<file path="src/rtl/mux_share_arbiter_pkg.sv">
// Shared types and constants for the two-requester round-robin mux arbiter.
// Build option: MUX_ARB_STATS_EN adds grant counters and a forced-switch pulse.
package mux_arb_pkg;

    typedef enum logic [1:0] {
        IDLE  = 2'b00,
        OWN_A = 2'b01,
        OWN_B = 2'b10
    } arb_state_e;

    localparam logic SEL_A = 1'b0;
    localparam logic SEL_B = 1'b1;

    localparam int MAX_HOLD_DEFAULT = 4;

endpackage

</file>
<file path="src/rtl/mux_share_arbiter_hold_counter.sv">
// Saturating hold counter: counts contested ownership cycles and flags the last
// cycle an owner may keep the path while the other requester waits.
module arb_hold_counter #(
    parameter int HOLD_W   = 4,
    parameter int MAX_HOLD = 4
) (
    input  logic clk,
    input  logic rst_n,
    input  logic clr,
    input  logic inc,
    output logic term
);

    localparam logic [HOLD_W-1:0] TERM_VAL = HOLD_W'(MAX_HOLD - 1);

    logic [HOLD_W-1:0] cnt;

    assign term = (cnt == TERM_VAL);

    always_ff @(posedge clk or negedge rst_n) begin
        if (!rst_n) begin
            cnt <= '0;
        end else if (clr) begin
            cnt <= '0;
        end else if (inc && !term) begin
            cnt <= cnt + 1'b1;
        end
    end

endmodule

</file>
<file path="src/rtl/mux_share_arbiter.sv">
// Round-robin owner of a shared 4-bit 2:1 datapath with a registered output word.
// Build option: MUX_ARB_STATS_EN adds grant_cnt_a/grant_cnt_b and forced_sw.
module mux_share_arbiter
    import mux_arb_pkg::*;
#(
    parameter int MAX_HOLD = MAX_HOLD_DEFAULT,
    parameter int HOLD_W   = 4
) (
    input  logic       clk,
    input  logic       rst_n,
    input  logic       req_a,
    input  logic       req_b,
    input  logic [3:0] data_a,
    input  logic [3:0] data_b,
    output logic       gnt_a,
    output logic       gnt_b,
    output logic       sel,
    output logic       en,
    output logic [3:0] out_data,
    output logic       out_valid
`ifdef MUX_ARB_STATS_EN
    ,
    output logic [7:0] grant_cnt_a,
    output logic [7:0] grant_cnt_b,
    output logic       forced_sw
`endif
);

    arb_state_e state;
    arb_state_e next_state;
    logic       last_b;
    logic       hold_clr;
    logic       hold_inc;
    logic       hold_term;
    logic       forced;

    arb_hold_counter #(
        .HOLD_W  (HOLD_W),
        .MAX_HOLD(MAX_HOLD)
    ) u_hold (
        .clk  (clk),
        .rst_n(rst_n),
        .clr  (hold_clr),
        .inc  (hold_inc),
        .term (hold_term)
    );

    always_ff @(posedge clk or negedge rst_n) begin
        if (!rst_n) begin
            state <= IDLE;
        end else begin
            state <= next_state;
        end
    end

    always_comb begin
        next_state = state;
        forced     = 1'b0;
        hold_inc   = 1'b0;
        case (state)
            IDLE: begin
                if (req_a && req_b) begin
                    next_state = last_b ? OWN_A : OWN_B;
                end else if (req_a) begin
                    next_state = OWN_A;
                end else if (req_b) begin
                    next_state = OWN_B;
                end
            end
            OWN_A: begin
                hold_inc = req_b;
                if (!req_a) begin
                    next_state = req_b ? OWN_B : IDLE;
                end else if (req_b && hold_term) begin
                    next_state = OWN_B;
                    forced     = 1'b1;
                end
            end
            OWN_B: begin
                hold_inc = req_a;
                if (!req_b) begin
                    next_state = req_a ? OWN_A : IDLE;
                end else if (req_a && hold_term) begin
                    next_state = OWN_A;
                    forced     = 1'b1;
                end
            end
            default: next_state = IDLE;
        endcase
    end

    assign hold_clr = (next_state != state);

    // last_b records who owned the path most recently; it breaks ties in IDLE.
    always_ff @(posedge clk or negedge rst_n) begin
        if (!rst_n) begin
            last_b <= 1'b1;
        end else if (hold_clr && state == OWN_A) begin
            last_b <= 1'b0;
        end else if (hold_clr && state == OWN_B) begin
            last_b <= 1'b1;
        end
    end

    assign gnt_a = (state == OWN_A);
    assign gnt_b = (state == OWN_B);
    assign sel   = gnt_b ? SEL_B : SEL_A;
    assign en    = gnt_a | gnt_b;

    // out_valid=1 means out_data holds a word captured during a granted cycle;
    // it lags the grant by one cycle and there is no backpressure from the consumer.
    always_ff @(posedge clk or negedge rst_n) begin
        if (!rst_n) begin
            out_data  <= 4'h0;
            out_valid <= 1'b0;
        end else if (en) begin
            out_data  <= (sel == SEL_B) ? data_b : data_a;
            out_valid <= 1'b1;
        end else begin
            out_valid <= 1'b0;
        end
    end

`ifdef MUX_ARB_STATS_EN
    always_ff @(posedge clk or negedge rst_n) begin
        if (!rst_n) begin
            grant_cnt_a <= 8'h00;
            grant_cnt_b <= 8'h00;
            forced_sw   <= 1'b0;
        end else begin
            forced_sw <= forced;
            if (next_state == OWN_A && state != OWN_A) begin
                grant_cnt_a <= grant_cnt_a + 8'h01;
            end
            if (next_state == OWN_B && state != OWN_B) begin
                grant_cnt_b <= grant_cnt_b + 8'h01;
            end
        end
    end
`else
    logic unused_forced;
    assign unused_forced = forced;
`endif

endmodule
</file>
<file path="config.mk">
export PLATFORM = sky130hd
export DESIGN_NAME = mux_share_arbiter
export DESIGN_NICKNAME = d
export VERILOG_FILES = /design/src/rtl/mux_share_arbiter_pkg.sv /design/src/rtl/mux_share_arbiter_hold_counter.sv /design/src/rtl/mux_share_arbiter.sv
export SDC_FILE = /design/constraint.sdc
export NUM_CORES = 1
export LEC_CHECK = 0
export BUFFER_PORTS_ARGS = -buffer_cell sky130_fd_sc_hd__buf_2
export CAP_MARGIN = 10
export CELL_PAD_IN_SITES_DETAIL_PLACEMENT = 2
export CELL_PAD_IN_SITES_GLOBAL_PLACEMENT = 2
export CORE_ASPECT_RATIO = 1.4
export CORE_MARGIN = 10
export CORE_UTILIZATION = 28
export DETAILED_ROUTE_END_ITERATION = 10
export PLACE_DENSITY = 0.78
export SETUP_SLACK_MARGIN = 0.02
export SKIP_CTS_REPAIR_TIMING = 1
export SLEW_MARGIN = 15
export SYNTH_ARGS = -nofsm -noshare
export SYNTH_HDL_FRONTEND = slang
export SYNTH_HIERARCHICAL = 1
export SYNTH_SLANG_ARGS = --single-unit
export TNS_END_PERCENT = 1
</file>
<file path="constraint.sdc">
create_clock -name clk -period 2.1 [get_ports clk]
set_clock_uncertainty 0.2 [all_clocks]
set_input_delay 0 -clock clk [delete_from_list [all_inputs] [get_ports clk]]
set_output_delay 0 -clock clk [all_outputs]
set_load 0.02 [all_outputs]
</file>
== Yosys cells after proc, flatten, opt, wreduce, memory -nomap -nowiden ==
Index checks and enable logic that the tools add are counted.

* Flip-flop bits (word level): 12
* Bits of input ports: 12
* Output and inout port bits: 9
* Logic and storage cells: 40

* $add $sub $neg: 1
* Equal/unequal tests: 4
* Muxes and demuxes: 19
* Bitwise operators: 1
* Reduce and logical (&&, ||, !) cells: 10

{| class="wikitable"
|+ Operator list
! operator !! number
|-
| $mux 2 || 9
|-
| $mux 4 || 3
|-
| $logic_and 1x1->1 || 6
|-
| $pmux 2 s3 || 1
|-
| $mux 1 || 5
|-
| $add 4x1->4 const B || 1
|-
| $eq 4x2->1 const B || 1
|-
| $reduce_bool 2->1 || 2
|-
| $eq 2x1->1 const B || 1
|-
| $eq 2x2->1 const B || 1
|-
| $logic_not 2->1 || 1
|-
| $ne 2x2->1 || 1
|-
| $pmux 1 s2 || 1
|-
| $logic_not 1->1 || 1
|-
| $or 1x1->1 || 1
|}

== Longest topological paths before layout ==
* Depth after elaboration: 9
* Mapped depth: 9

== By module ==
The synthesis kept the hierarchy.

{| class="wikitable"
|+ Modules (own cells, without submodules)
! module !! times used !! cells an instance !! area an instance (µm²) !! sequential area each (µm²)
|-
| mux_share_arbiter || 1 || 69 || 615.6 || 201.4
|-
| arb_hold_counter || 1 || 20 || 221.5 || 100.1
|}

== Worst setup path before layout ==
OpenSTA, ideal clock, no wires.

* Path type: reg2reg
* From: register state[0]
* To: register u_hold.cnt[0]
* Data arrival time: 2.026 ns
* Setup slack: -0.251 ns
* Cell stages (with the launch flop): 10
* Buffers on the path: 1
* Period minus slack after synthesis: 2.351 ns
* Path through: dfrtp_1 > inv_1 > ha_1 > buf_6 > a22oi_1 > o22ai_2 > mux2i_1 > or2_4 > nor2b_1 > mux2_4

* Elaborated cells on any way between the ends: 16
* Those cells by class: 3 x eq/ne; 10 x mux; 3 x reduce/logical

{| class="wikitable"
|+ RTL lines
! element !! line !! RTL
|-
| from (decl) || mux_share_arbiter.sv:29 || <nowiki>arb_state_e state;</nowiki>
|-
| from (signal assigned) || mux_share_arbiter.sv:52 || <nowiki>state <= next_state;</nowiki>
|-
| $eq 2x2->1 * || -- ||
|-
| via gnt_b || mux_share_arbiter.sv:16 || <nowiki>output logic gnt_b,</nowiki>
|-
| $pmux 2 s3 * || mux_share_arbiter.sv:60 || <nowiki>case (state)</nowiki>
|-
| $ne 2x2->1 * || mux_share_arbiter.sv:92 || <nowiki>assign hold_clr = (next_state != state);</nowiki>
|-
| via hold_clr || mux_share_arbiter.sv:32 || <nowiki>logic hold_clr;</nowiki>
|-
| $mux 4 or $reduce_bool 2->1 (tied branches) || -- ||
|-
| to (signal assigned) || mux_share_arbiter_hold_counter.sv:26 || <nowiki>cnt <= cnt + 1'b1;</nowiki>
|-
| to (decl) || mux_share_arbiter_hold_counter.sv:16 || <nowiki>logic [HOLD_W-1:0] cnt;</nowiki>
|}

The timed path passes the listed nets; every way through them passes the cells marked *.
A chain may end at the register's enable or synchronous reset.

== Worst setup path after layout ==
* From: register state[0]
* To: register u_hold.cnt[0]

* Cells in the longest elaborated chain, start to end: 6
* Elaborated cells on any way between the ends: 16
* Those cells by class: 3 x eq/ne; 10 x mux; 3 x reduce/logical

{| class="wikitable"
|+ RTL lines
! element !! line !! RTL
|-
| $mux 2 || mux_share_arbiter.sv:66 || <nowiki>end else if (req_b) begin</nowiki>
|-
| $mux 2 || mux_share_arbiter.sv:64 || <nowiki>end else if (req_a) begin</nowiki>
|-
| $mux 2 || mux_share_arbiter.sv:62 || <nowiki>if (req_a && req_b) begin</nowiki>
|-
| $pmux 2 s3 || mux_share_arbiter.sv:60 ||
|-
| $ne 2x2->1 * || mux_share_arbiter.sv:92 ||
|-
| via hold_clr || mux_share_arbiter.sv:32 ||
|-
| $mux 4 or $reduce_bool 2->1 (tied branches) || -- ||
|}

Marks and branches as above.

==> metrics.txt <==
largest net degree at the start of global routing=13; input/output buffers=20; Skew-Pair Late Insertion Delay=0.24 ns; initial antenna violation count=0; Synth warnings=6; Hold Path Class=in -> async; final worst slack=-0.218 ns; post-synth top area share=32.9%; Hold Vio Cnt, Final=11; global-route wire length before repair=4.48 mm; Initial Utilization=29.1%; Util after Layout=44.7%; max_cap viols=0; drt first-iter violations=20; Slew headroom=80.8%; outcome=finished, violations left; vias in the first global route=approximately 940; wire per inst=17.4 µm; crit path buf inv count=1; Worst VDD drop=791 µV; final hold slack=-0.0258 ns; DIE AREA=5610 µm²; cells after synthesis=89; Worst Tran Pin Value=~0.29 ns; Setup Viol. Count Final=4; synth top area cells=dfrtp_1 33%, ha_1 7.5%, mux2i_1 7.2%; Worst setup startpoint=state[0]; CP arrival=2.24 ns; Seq cells post-synth=12; Avg Cell Area, Syn=~9.4 µm²; NumNets Final=153; Power Dens Cells=1390 nW/µm²; Critical Path RT=2.03 ns; synth unique cells=36; Seq/Total Area, Yosys=a little over a third; clock-pin slew on the worst setup and hold paths=0.05 ns; CORE AREA=2880 µm²; TritonCTS clock tree=built; CP Class=reg -> reg; TritonRoute pass-1 iters=2; share of cells above drive strength 1=45.9%; Slew Viols, Final=0; RSZ-0062 raised after global routing=yes; Final period util=110%; slowest CP cell=dfrtp_2; I/O pin cnt=21; clock buffer depth=2; final antenna-violating net count=0; CTS HTree Levels=1; final wirelength=3.00 mm; slowest cell delay on critical path=~0.43 ns; cell breakdown of the critical path=inv_2 > ha_4 > a21oi_2 > o21ai_1 > o311a_1 > nor2_2 > or2_4 > nor2b_1 > mux2_4; CTS Sinks=12; startpoint types=flop; crit-path leading delay family=compound AO/OA/AOI/OAI gates; area leader, netlist=dfrtp_1; crit-path max FO=8; routed vias=approximately 840; FMAX=431 MHz; Via density=4.90; syn_nets=106; # rows=23; leakage=0.581 nW; Die X=66.2 µm; gr usage total=10.1%; die height=84.7 µm; Mapped Area=about 840 µm²; grt total ovfl=0; Tmin final=approximately 2.3 ns; Critical R2R Launch=state[0]; gpl congestion=0.770; crit end category=flop; filler instances=320; DRC errors left=0; DP HPWL=2.30 mm; Synth-to-Final Area Change=53.8%; TritonCTS Buffers=3; ANT cells=0; failing checks=hold timing, setup timing; Root Driver=clkbuf_8; Tot Pwr=0.00178 W
-- cell usage in the layout, fill, tap and decap left out, types with 2 or more instances in the layout --
cell type      instances
a21oi_1                7
a21oi_2                2
a22oi_1                2
buf_2                 20
buf_4                 18
clkbuf_8               4
dfrtp_1                9
dfrtp_2                2
dlygate4sd3_1          9
ha_2                   2
ha_4                   2
inv_1                  4
mux2i_1                6
nand2_1                5
nand2b_1               6
nor2_1                 7
nor2b_2                2
o21ai_0                2
xor2_1                 2
-- sequential cells by signal (all words and copies together), names as in the netlist --
| register | count |
|---|---|
| out_data | 4 |
| state | 2 |
| out_valid | 1 |
| u_hold/cnt | 4 |
| last_b | 1 |
-- area by class of cell --
type / instances / area (µm²) / share of cell area (%)
clock buffers: 4 / 55.1 / 4.28
flip-flops and latches: 12 / 304 / 23.6
inverters: 5 / 18.8 / 1.46
repair buffers: 47 / 325 / 25.3
well taps: 37 / 46.3 / 3.60
multi-input cells: 67 / 538 / 41.8
-- worst paths after layout --
check / endpoint / slack, ns / depth (start not counted)
worst max-delay path: u_hold/cnt[0] / -0.22 / 9
worst min-delay path: out_data[3] / -0.03 / 2
worst max register to register: u_hold/cnt[0] / -0.22 / 9
worst min register to register: last_b / 0.30 / 2
max in group asynchronous: last_b / 1.45 / 2
min in group clk: state[0] / 0.03 / 3
-- through the flow --
step / TNS (ns) / hold WS (ns) / std cells / setup WS, ns / cell area [µm²]
6_report: -0.490 / -0.0258 / 172 / -0.218 / 1290
3_5_place_dp: -0.797 / -0.300 / 159 / -0.237 / 1130
4_1_cts: -0.891 / -0.563 / 163 / -0.255 / 1190
2_1_floorplan: -0.0466 / -0.496 / 89 / -0.0466 / 887
5_1_grt: -1.29 / -0.00174 / 172 / -0.364 / 1290
3_3_place_gp: -0.278 / -0.307 / 159 / -0.158 / 1130
-- synth_stat cells --
cell	number
mux2i_1	6
o311a_1	1
o21ai_1	1
a211oi_1	1
nor2b_2	1
xor2_1	2
a21oi_1	9
nand4b_1	1
a22oi_1	2
nand4_1	1
nand2_1	5
o31a_1	1
nand3_1	1
o22ai_2	1
nor2_1	8
nor2b_1	2
mux2_4	1
a21boi_1	1
dfstp_2	1
buf_2	1
nor3b_2	1
or2_4	1
a31oi_1	1
a2bb2oi_1	1
ha_1	5
a311oi_1	1
nand3b_1	1
a22oi_2	1
buf_6	1
dfrtp_1	11
inv_1	5
buf_1	1
nand2b_1	6
o21bai_1	1
o21ai_0	3
buf_4	2
-- where the power goes --
part,internal [W],switching [W],total (W)
logic,0.000506,0.000629,0.00114
registers,0.000330,0.0000672,0.000397
clock network,0.000166,0.0000869,0.000253
total,0.00100,0.000783,0.00178
-- per-layer routing --
layer,track usage [%],wire [µm]
met1,11.1,1180
met2,17.9,1680
met3,1.99,124
met4,4.02,22
met5,0,0
-- kinds of logic (layout without fill, tap and decap cells) --
logic type      after synthesis  in the layout  share of synthesized area [%]
simple gates                 28             28                           18.7
compound gates               25             25                           20.3
flops                        12             12                           36.0
buf+inv                      10             56                           6.43
mux                           7              7                           8.97
fa+ha+maj                     5              5                           7.47
xor+xnor                      2              2                           2.09
Power figures use the tool's default switching activity.
